==> src/rtl/cond_flag_unit.sv <==
`default_nettype none
// ============================================================================
// Module   : cond_flag_unit
// Purpose  : Execute-stage NZCV flag register, condition check, write-enable
//            gating and the register into the writeback stage.
// Revision : 1.0 - initial release
// ============================================================================
module cond_flag_unit #(
  parameter int WIDTH = 32,
  parameter int RD_W  = 4
) (
  input  logic             clk,
  input  logic             reset,
  input  logic             En,
  input  logic             Flush,
  input  logic [3:0]       Cond,
  input  logic [1:0]       FlagW,
  input  logic             PCS,
  input  logic             RegW,
  input  logic             MemW,
  input  logic             NoWrite,
  input  logic             Zero,
  input  logic             Negative,
  input  logic             Carry,
  input  logic             Overflow,
  input  logic [WIDTH-1:0] ResultIn,
  input  logic [RD_W-1:0]  RdIn,
  output logic             CondEx,
  output logic             PCSrc,
  output logic             RegWrite,
  output logic             MemWrite,
  output logic [3:0]       Flags,
  output logic             WbValid,
  output logic [WIDTH-1:0] WbResult,
  output logic [RD_W-1:0]  WbRd
);

  localparam logic [3:0] c_cond_eq = 4'b0000;
  localparam logic [3:0] c_cond_ne = 4'b0001;
  localparam logic [3:0] c_cond_cs = 4'b0010;
  localparam logic [3:0] c_cond_cc = 4'b0011;
  localparam logic [3:0] c_cond_mi = 4'b0100;
  localparam logic [3:0] c_cond_pl = 4'b0101;
  localparam logic [3:0] c_cond_vs = 4'b0110;
  localparam logic [3:0] c_cond_vc = 4'b0111;
  localparam logic [3:0] c_cond_hi = 4'b1000;
  localparam logic [3:0] c_cond_ls = 4'b1001;
  localparam logic [3:0] c_cond_ge = 4'b1010;
  localparam logic [3:0] c_cond_lt = 4'b1011;
  localparam logic [3:0] c_cond_gt = 4'b1100;
  localparam logic [3:0] c_cond_le = 4'b1101;
  localparam logic [3:0] c_cond_al = 4'b1110;

  logic [3:0]       flags_q,     flags_d;
  logic             wb_valid_q,  wb_valid_d;
  logic [WIDTH-1:0] wb_result_q, wb_result_d;
  logic [RD_W-1:0]  wb_rd_q,     wb_rd_d;

  logic w_n, w_z, w_c, w_v;
  logic w_cond_ex;
  logic w_flag_upd;

  assign w_n = flags_q[3];
  assign w_z = flags_q[2];
  assign w_c = flags_q[1];
  assign w_v = flags_q[0];

  // Only the stored flags are consulted, so an instruction never sees its own update.
  always_comb begin
    w_cond_ex = 1'b0;
    case (Cond)
      c_cond_eq: w_cond_ex = w_z;
      c_cond_ne: w_cond_ex = ~w_z;
      c_cond_cs: w_cond_ex = w_c;
      c_cond_cc: w_cond_ex = ~w_c;
      c_cond_mi: w_cond_ex = w_n;
      c_cond_pl: w_cond_ex = ~w_n;
      c_cond_vs: w_cond_ex = w_v;
      c_cond_vc: w_cond_ex = ~w_v;
      c_cond_hi: w_cond_ex = w_c & ~w_z;
      c_cond_ls: w_cond_ex = ~w_c | w_z;
      c_cond_ge: w_cond_ex = (w_n == w_v);
      c_cond_lt: w_cond_ex = (w_n != w_v);
      c_cond_gt: w_cond_ex = ~w_z & (w_n == w_v);
      c_cond_le: w_cond_ex = w_z | (w_n != w_v);
      c_cond_al: w_cond_ex = 1'b1;
      default:   w_cond_ex = 1'b0;
    endcase
  end

  assign CondEx   = w_cond_ex;
  assign PCSrc    = PCS & w_cond_ex;
  assign RegWrite = RegW & w_cond_ex & ~NoWrite;
  assign MemWrite = MemW & w_cond_ex;

  assign w_flag_upd = En & ~Flush & w_cond_ex;

  always_comb begin
    flags_d = flags_q;
    if (w_flag_upd && FlagW[1]) begin
      flags_d[3] = Negative;
      flags_d[2] = Zero;
    end
    if (w_flag_upd && FlagW[0]) begin
      flags_d[1] = Carry;
      flags_d[0] = Overflow;
    end
  end

  // Flush kills the slot but leaves the data fields as they were.
  always_comb begin
    wb_valid_d  = wb_valid_q;
    wb_result_d = wb_result_q;
    wb_rd_d     = wb_rd_q;
    if (Flush) begin
      wb_valid_d = 1'b0;
    end else if (En) begin
      wb_valid_d  = RegWrite;
      wb_result_d = ResultIn;
      wb_rd_d     = RdIn;
    end
  end

  always_ff @(posedge clk or posedge reset) begin
    if (reset) begin
      flags_q     <= 4'b0000;
      wb_valid_q  <= 1'b0;
      wb_result_q <= '0;
      wb_rd_q     <= '0;
    end else begin
      flags_q     <= flags_d;
      wb_valid_q  <= wb_valid_d;
      wb_result_q <= wb_result_d;
      wb_rd_q     <= wb_rd_d;
    end
  end

  assign Flags    = flags_q;
  assign WbValid  = wb_valid_q;
  assign WbResult = wb_result_q;
  assign WbRd     = wb_rd_q;

endmodule
`default_nettype wire

==> config.mk <==
export PLATFORM = sky130hd
export DESIGN_NAME = cond_flag_unit
export DESIGN_NICKNAME = d
export VERILOG_FILES = /design/src/rtl/cond_flag_unit.sv
export SDC_FILE = /design/constraint.sdc
export NUM_CORES = 1
export LEC_CHECK = 0
export ABC_AREA = 1
export CAP_MARGIN = 15
export CORE_MARGIN = 2
export CORE_UTILIZATION = 36
export CTS_BUF_LIST = sky130_fd_sc_hd__clkbuf_4 sky130_fd_sc_hd__clkbuf_8
export DETAILED_ROUTE_END_ITERATION = 8
export PLACE_DENSITY = 0.84
export SLEW_MARGIN = 10
export SYNTH_ARGS = -nofsm -noshare
export SYNTH_HDL_FRONTEND = slang
export SYNTH_SLANG_ARGS = --single-unit
==> constraint.sdc <==
create_clock -name clk -period 1.3 [get_ports clk]
set_input_delay 0.26 -clock clk [delete_from_list [all_inputs] [get_ports clk]]
set_output_delay 0.26 -clock clk [all_outputs]
set_load 0.02 [all_outputs]
==> reports/qor.txt, run 1 <==
Synth area leaders -> dfrtp_1 55%, nand2_1 28%, inv_1 2.6%
Final hold violations -> 0
Register clock-pin slew on the reported worst setup and hold paths -> 0.08 ns
Final ANT Viol Nets -> 0
Hold buffers post-CTS -> 0
Max Clk Rate -> 555 MHz
Post-route setup slack -> -0.503 ns
GR Overflow Total -> 0
Critical path class -> flip-flop to output port
Syn. warnings -> 0
Area after DPL -> 3020 µm²
Final setup fails -> 10
IO buf count -> 98
Area delta synth->final -> 69.1%
Final std cells w/o fill -> 422
Hold Crit Class -> input pin to async pin
Max_cap viols -> 0
HPWL Detailed -> 3.68 mm
Outcome -> complete, but fails checks
Synth Register Bits -> 41
Startpoint Class -> flip-flop
Top cell type's share of synthesized area -> 55.3%
Failing checks -> setup timing
Commonest non-fill, non-tap cell in the layout -> nand2_1
Setup WS pre-CTS -> -1.10 ns
Power share of the combinational group -> 43.0%
Placeable Area -> 5040 µm²
H-tree depth -> 2
CTS tree -> yes
Final period util -> 139%
Avg WL per Cell -> 11.9 µm
Most frequent cells in the layout -> 132 x nand2_1, 49 x clkdlybuf4s50_1, 38 x dfrtp_1
Critical path arrival -> 1.54 ns
Worst Setup SP -> Flags[3]
Via count -> 1855
P_leak -> 1.66 nW
Placer Congestion -> 0.925
Placed cell count -> 410
RSZ-0062 raised after global routing -> true
Root buf cell -> clkbuf_8
First-iteration detailed-routing DRC count -> 46
# DRC -> 0
Max rail drop VDD -> 0.652 mV
Psw -> 1.56 mW
Register area share after synthesis -> 55.3%
Worst EP required -> 1.04 ns
N_diodes -> 0
Max-slew violations -> 0
Die Width -> 75.8 µm
Rows -> 26
I/O pin total -> 99
Relative slew margins -> 81.3%
Die Footprint -> 5740 µm²
Die height -> 75.8 µm
Post-synth cell types -> 18
Total global routing track utilization -> 17.9%
Fin nets -> 405
Starting Density -> 36.8%
Post-Synthesis Cells -> 237
P_int -> 2.80 mW
Clk network pwr share -> 19.3%
R2R setup slack -> -0.47 ns
Number of global-route vias before repair -> 1782
CTS buffer count -> 5
Share of post-route cells with drive strength above 1 -> 17.6%
Synth area leader -> dfrtp_1
Switching Share -> 35.7%
Total wire length -> 5.02 mm
Worst-Margin Slew -> 0.280 ns
Clock Latency Late Sink -> 0.28 ns
Clock Sinks -> 41
Mapped Avg Cell Area -> 7.82 µm²
Crit. End Element -> output port
First-pass GRT wire length -> 7.80 mm
Clock Skew -> 0.00221 ns
Via-to-Cell Ratio -> 4.40
Final core occ -> 62.2%
Post-Syn Area -> 1850 µm²
Initial antenna violation count -> 0
Syn nets -> 291
Pwr Total -> 4.36 mW
Crit path max fanout -> 5
Register share of total power -> 37.7%
Clock tree buffer depth -> 2
Startpoint of the worst register-to-register path -> Flags[3]
Min Tclk post-route -> 1.80 ns
Largest net degree at the start of global routing -> 42
Final Cell Area -> 3140 µm²
First drt pass iteration count -> 4
Cell Pwr Density -> 1390 nW/µm²
-- worst max-delay path, stage by stage (launching register included) --
cell and delay [ns]:
dfrtp_2 0.45, inv_2 0.07, nand2_2 0.07, nand3_2 0.07, nand2_1 0.05, nand2_1 0.09, nand2_2 0.06, inv_2 0.06
nand3_4 0.11, nand2_2 0.09, inv_2 0.03, buf_6 0.12
-- power groups by stage --
stage	Clock (mW)	Combinational [mW]	Sequential, mW
5_1_grt	0.929	2.03	1.66
4_1_cts	0.877	1.78	1.64
3_3_place_gp	0	1.78	1.65
3_5_place_dp	0	1.82	1.66
6_report	0.842	1.87	1.64
2_1_floorplan	0	0.605	1.90
-- cell families after synthesis --
kind of cell	Yosys count	share of synthesized area, %
AO/OA/AOI/OAI	5	2.09
buffers and inverters	26	5.60
AND/OR/NAND/NOR	165	37.0
flip-flops	41	55.3
-- routing by layer --
layer | wire length (µm) | global-route usage (%) | part of all wire (%) | up-vias
met5 | 0 | 0 | 0 | -
met4 | 37 | 5.07 | 0.74 | 0
met3 | 333 | 5.16 | 6.6 | 4
met1 | 2130 | 21.4 | 42 | 841
li1 | - | - | - | 944
met2 | 2530 | 31.2 | 50 | 66
-- layout make-up --
type	instances	area, µm²
inverters	18	67.6
fillers	456	1910
clock inverters	1	7.51
repair buffers	115	1100
well taps	70	87.6
flip-flops and latches	41	1030
multi-input cells	170	759
clock buffers	7	83.8
-- cell usage after synthesis (all sizes together) --
library cell  number
a21boi             1
a21oi              2
buf                5
clkbuf             3
clkinv             1
dfrtp             41
inv               17
nand2            141
nand3             12
nand3b             1
nand4              4
nor2               7
o21ai              2
-- sequential cells by signal, indices dropped and copies added, names as in the netlist --
signal and count:
WbRd 4, WbValid 1, WbResult 32, Flags 4
-- per-stage QoR --
step           TNS [ns]  hold slack [ns]
2_1_floorplan    -0.653            0.338
3_3_place_gp     -10.97            0.462
3_5_place_dp     -12.66            0.467
4_1_cts           -3.24            0.308
5_1_grt           -4.66            0.320
6_report          -3.85            0.302
-- repair_timing --
action	CTS	global route
endpoints found under the hold margin	0	0
buffers inserted	5	2
setup endpoints to repair	50	20
pin swaps	1	7
resized for setup	81	20
-- path summary, 6_finish.rpt --
| kind | endpoint | depth (start not counted) |
|---|---|---|
| max | PCSrc | 11 |
| min | WbResult[18] | 3 |
| max reg2reg | Flags[0] | 14 |
| min reg2reg | WbResult[14] | 2 |
| max in group asynchronous | Flags[3] | 3 |
| min in group clk | WbResult[14] | 2 |
No activity file was read; power rests on OpenSTA's default activity.
==> inputs of run 2 (changes only) <==
- CAP_MARGIN: 15 -> not set
- clock period: 1.3 -> 1.6 ns (I/O delays scaled with it)
==> run 2 against run 1 <==
Against the previous run:
- the flow still finishes with violations (setup timing)
- critical path depth down 1
- sequential power is 19% lower
- routed wire length shrank 1.3%
- sequential share of layout area decreased by 0.67 points
==> reports/qor.txt, run 2 (synthesis results as in run 1) <==
Outcome -> complete, but fails checks
Failing checks -> setup timing
Hold Crit Class -> input pin to async pin
Cell Chain, Critical Path -> inv_2, nand2_2, nand2_1, nand2_1, a21boi_2, nor2_4, nand3_4, nand2_1, inv_2, buf_6
First drt pass iteration count -> 4
Max Clk Rate -> 544 MHz
Min Tclk post-route -> 1.84 ns
GR Overflow Total -> 0
Most frequent cells in the layout -> 135 x nand2_1, 49 x clkdlybuf4s50_1, 39 x dfrtp_1
Register clock-pin slew on the reported worst setup and hold paths -> 0.08 ns
Startpoint of the worst register-to-register path -> Flags[3]
Initial antenna violation count -> 0
Cell Pwr Density -> 1110 nW/µm²
Critical path class -> flip-flop to output port
Worst Path Buf+Inv -> 3
Commonest non-fill, non-tap cell in the layout -> nand2_1
Setup WS pre-CTS -> -0.932 ns
Die Footprint -> 5740 µm²
Max-slew violations -> 0
Max rail drop VDD -> 0.672 mV
Clock Skew -> 0.00497 ns
Worst-Margin Slew -> 0.356 ns
Final core occ -> 63.4%
Final setup fails -> 4
RSZ-0062 raised after global routing -> true
N_diodes -> 0
CTS buffer count -> 5
Post-route setup slack -> -0.240 ns
Worst EP required -> 1.28 ns
Die Width -> 75.8 µm
Largest net degree at the start of global routing -> 42
Final hold violations -> 0
H-tree depth -> 2
First-pass GRT wire length -> 7.82 mm
Avg WL per Cell -> 11.7 µm
Worst stage delay on the critical path -> 0.44 ns
Die height -> 75.8 µm
Critical path's most frequent cell -> nand2_1
Largest register FFs -> 32
Area delta synth->final -> 72.4%
Total wire length -> 4.96 mm
# DRC -> 0
Hold buffers post-CTS -> 0
Placer Congestion -> 0.898
Rows -> 26
P_leak -> 1.94 nW
Starting Density -> 36.8%
Hold slack final -> 0.379 ns
Crit path max fanout -> 6
Final ANT Viol Nets -> 0
Startpoint Class -> flip-flop
Root buf cell -> clkbuf_8
Share of post-route cells with drive strength above 1 -> 15.9%
Worst path top cell family by delay -> flip-flops
CTS tree -> yes
Clock tree buffer depth -> 2
Number of global-route vias before repair -> 1725
Worst Setup SP -> Flags[3]
Pwr Total -> 3.54 mW
Fin nets -> 405
IO buf count -> 98
Critical path arrival -> 1.52 ns
HPWL Detailed -> 3.60 mm
Placeable Area -> 5040 µm²
Crit path max-delay cell type -> dfrtp_2
Crit. End Element -> output port
First-iteration detailed-routing DRC count -> 49
Relative slew margins -> 76.2%
Clock Latency Late Sink -> 0.29 ns
Total global routing track utilization -> 18.0%
Max_cap viols -> 0
Via-to-Cell Ratio -> 4.45
Final period util -> 115%
Via count -> 1879
Clock Sinks -> 41
I/O pin total -> 99
## run 2: cell count changes in the layout (fill, tap and decap cells not counted), sizes merged
cell,before,now
dlygate4sd2,33,15
inv,16,17
buf,24,21
clkdlybuf4s15,9,0
clkinvlp,1,0
dlymetal6s2s,0,28
clkbuf,7,9
## run 2: area by class of cell
type,count,area (µm²)
Clock buffer,7,96.3
Clock inverter,1,8.76
Fill cell,439,1850
Inverter,18,67.6
Multi-Input combinational cell,170,734
Sequential cell,41,1030
Tap cell,70,87.6
Timing Repair Buffer,115,1170
## run 2: worst min-delay path, cell delays in order
cell and delay [ns]:
clkdlybuf4s50_1 0.41, clkinv_1 0.08, buf_12 0.23
## run 2: where the power goes
group | internal, mW | switching, mW | leakage, nW
combinational | 0.698 | 0.753 | 1.38
sequential | 1.20 | 0.123 | 0.506
clock | 0.398 | 0.364 | 0.0549
total | 2.30 | 1.24 | 1.94
## run 2: final timing paths
path / to / slack (ns) / cells after the start
setup reg to reg: WbValid / 0.10 / 11
max in group asynchronous: Flags[0] / 1.01 / 3
hold / removal: WbResult[0] / 0.38 / 3
hold reg to reg: WbResult[15] / 0.48 / 2
setup / recovery: PCSrc / -0.24 / 10
min in group clk: WbResult[15] / 0.48 / 2
## run 2: timing repair
item / CTS / global route
setup endpoints to repair: 21 / 33
resized for setup: 44 / 34
setup buffers: 1 / 3
gates cloned: 0 / 0
pin swaps: 1 / 1
## run 2: per-layer routing
metal,GRT usage (%),wire (µm)
met4,4.68,48
met1,22.4,2100
met2,30.7,2500
met3,5.29,308
met5,0,0
## run 2: stage by stage
step	TNS, ns	instance area (µm²)	std cells
2_1_floorplan	0	1860	237
3_3_place_gp	-4.71	3010	410
6_report	-0.896	3200	422
5_1_grt	-1.57	3200	422
4_1_cts	-1.02	3110	419
3_5_place_dp	-5.17	3010	410
==> inputs of run 3 (changes only) <==
==> constraint.sdc (replaced) <==
create_clock -name clk -period 1.6 [get_ports clk]
set_input_delay 0.48 -clock clk [delete_from_list [all_inputs] [get_ports clk]]
set_output_delay 0.48 -clock clk [all_outputs]
set_load 0.02 [all_outputs]
==> run 3 against run 2 <==
Against the previous run:
- the run still ends with setup timing left
- sequential power barely moved
- clock power is 12% lower
- critical endpoint is now RegWrite
- critical path type unchanged
- first-iteration DRC count fell by 8.2%
- clock skew down 0.0046 ns
- sequential cell count did not move
- core utilization decreased by 0.47 points
- global-route usage is 1.1 points higher
- maximum frequency shrank 9.5%
==> reports/qor.txt, run 3 (synthesis results as in run 1) <==
Clock tree buffer depth -> 2
Register share of total power -> 38.0%
Max_cap viols -> 0
Met1 Resource Use GR -> 21.8%
Startpoint Class -> flip-flop
Max rail drop VDD -> 0.594 mV
Cell Pwr Density -> 1090 nW/µm²
Clock Sinks -> 41
Crit. End Element -> output port
Die Footprint -> 5740 µm²
Storage element area -> 1030 µm²
Failing checks -> setup timing
Total wire length -> 5.06 mm
Placed cell count -> 419
Relative slew margins -> 74.9%
Post-route setup slack -> -0.433 ns
Fill cells -> 444
Final std cells w/o fill -> 429
Clk network pwr share -> 19.3%
Max Clk Rate -> 492 MHz
H-tree depth -> 2
GRT met3 Usage -> 5.95%
Worst stage delay on the critical path -> 0.43 ns
Placer Congestion -> 0.893
Placeable Area -> 5040 µm²
Via-to-Cell Ratio -> 4.39
RSZ-0062 raised after global routing -> true
Crit path max fanout -> 5
Fin nets -> 412
Area delta synth->final -> 71.1%
Clock Skew -> 0.000399 ns
HPWL Detailed -> 3.90 mm
Initial antenna violation count -> 0
Multi-input logic area -> 787 µm²
CTS buffer count -> 5
Grt met2 use -> 34.4%
Hold buffers post-CTS -> 0
Busiest layer in global routing -> met2
First-iteration detailed-routing DRC count -> 45
Setup WS pre-CTS -> -1.27 ns
Most frequent cells in the layout -> 132 x nand2_1, 49 x clkdlybuf4s50_1, 41 x dfrtp_1
Register clock-pin slew on the reported worst setup and hold paths -> 0.08 ns
Commonest non-fill, non-tap cell in the layout -> nand2_1
IO buf count -> 98
Final hold violations -> 0
# DRC -> 0
Worst-Margin Slew -> 0.376 ns
Min Tclk post-route -> 2.03 ns
Avg WL per Cell -> 11.8 µm
Share of post-route cells with drive strength above 1 -> 21.2%
Via count -> 1885
Max-slew violations -> 0
Critical path arrival -> 1.55 ns
Final ANT Viol Nets -> 0
First-pass GRT wire length -> 8.31 mm
Root buf cell -> clkbuf_8
I/O pin total -> 99
Starting Density -> 36.8%
Largest register FFs -> 32
R2R setup slack -> 0.09 ns
Final period util -> 127%
P_int -> 2.20 mW
Switching Share -> 36.6%
Cell Chain, Critical Path -> inv_2, nand2_4, nand2_1, nand2_1, a21boi_2, nor2_4, nand3_4, nand2_4, inv_2, buf_6
Outcome -> complete, but fails checks
Hold slack final -> 0.476 ns
Psw -> 1.27 mW
Worst Path Buf+Inv -> 3
Clock Latency Late Sink -> 0.28 ns
GR Overflow Total -> 0
CTS tree -> yes
Hold Crit Class -> input pin to async pin
N_diodes -> 0
Largest net degree at the start of global routing -> 32
Worst path top cell family by delay -> flip-flops
First drt pass iteration count -> 4
Die Width -> 75.8 µm
Number of global-route vias before repair -> 1913
Rows -> 26
Die height -> 75.8 µm
Critical path class -> flip-flop to output port
Worst EP required -> 1.12 ns
Power share of the combinational group -> 42.8%
Total global routing track utilization -> 19.2%
Crit path max-delay cell type -> dfrtp_1
P_leak -> 1.71 nW
Final setup fails -> 4
[run 3: cell count changes in the layout (fill, tap and decap cells not counted), moves of 3 or more]
| cell | previous run | this run |
|---|---|---|
| nand2_1 | 135 | 132 |
| buf_6 | 3 | 9 |
| nor2_2 | 1 | 4 |
| nand3_1 | 9 | 6 |
| dlygate4sd2_1 | 15 | 37 |
| dlymetal6s2s_1 | 28 | 0 |
| buf_2 | 1 | 7 |
| nand2_4 | 0 | 3 |
| nand3_2 | 2 | 5 |
| nor2_1 | 5 | 1 |
[run 3: repair_timing]
item,in CTS,in global routing
setup buffers,3,1
hold endpoints to repair,0,0
endpoints found under the setup margin,50,12
pin swaps,10,4
resized for setup,101,11
[run 3: worst paths after layout]
kind | start | end | depth (start not counted)
hold / removal | reset | WbResult[7] | 3
setup reg to reg | Flags[0] | Flags[0] | 11
hold reg to reg | WbResult[29] | WbResult[29] | 2
setup / recovery | Flags[0] | RegWrite | 10
min in group clk | WbResult[29] | WbResult[29] | 2
max in group asynchronous | reset | WbResult[4] | 3
[run 3: metrics by stage]
step                      util [%]  TNS [ns]  power (mW)  instance area, µm²
after floorplan                  -    -0.562        2.02                1870
after global placement        61.0    -10.16        2.81                3070
after detailed placement      61.0    -10.97        2.85                3070
after CTS                     62.8     -1.66        3.50                3160
after global routing          62.9     -2.04        3.71                3170
final                         62.9     -1.68        3.46                3170
[run 3: area by class of cell]
class	count	area share, %
multi-input cells	170	24.8
well taps	70	2.76
clock inverters	2	0.473
flip-flops and latches	41	32.3
repair buffers	122	35.1
inverters	18	2.13
clock buffers	6	2.41
[run 3: worst register-to-register path: cells and delay by family (launching register included)]
kind	cells	cell delay [ns]
buffers and inverters	2	0.26
flip-flops	1	0.43
AND/OR/NAND/NOR	8	0.55
AO/OA/AOI/OAI	1	0.17
[run 3: routing by layer]
layer / vias to the layer above / wire [µm] / part of all wire, %
li1: 957 / - / -
met1: 867 / 1980 / 39
met2: 57 / 2730 / 54
met3: 4 / 318 / 6.3
met4: 0 / 29 / 0.57
met5: - / 0 / 0
[run 3: power by group through the flow]
| stage | Clock (mW) | Sequential [mW] | Combinational, mW |
|---|---|---|---|
| global placement | 0 | 1.33 | 1.48 |
| finish | 0.667 | 1.32 | 1.48 |
| floorplan | 0 | 1.53 | 0.482 |
| CTS | 0.696 | 1.31 | 1.49 |
| detailed placement | 0 | 1.33 | 1.52 |
| global route | 0.748 | 1.34 | 1.63 |
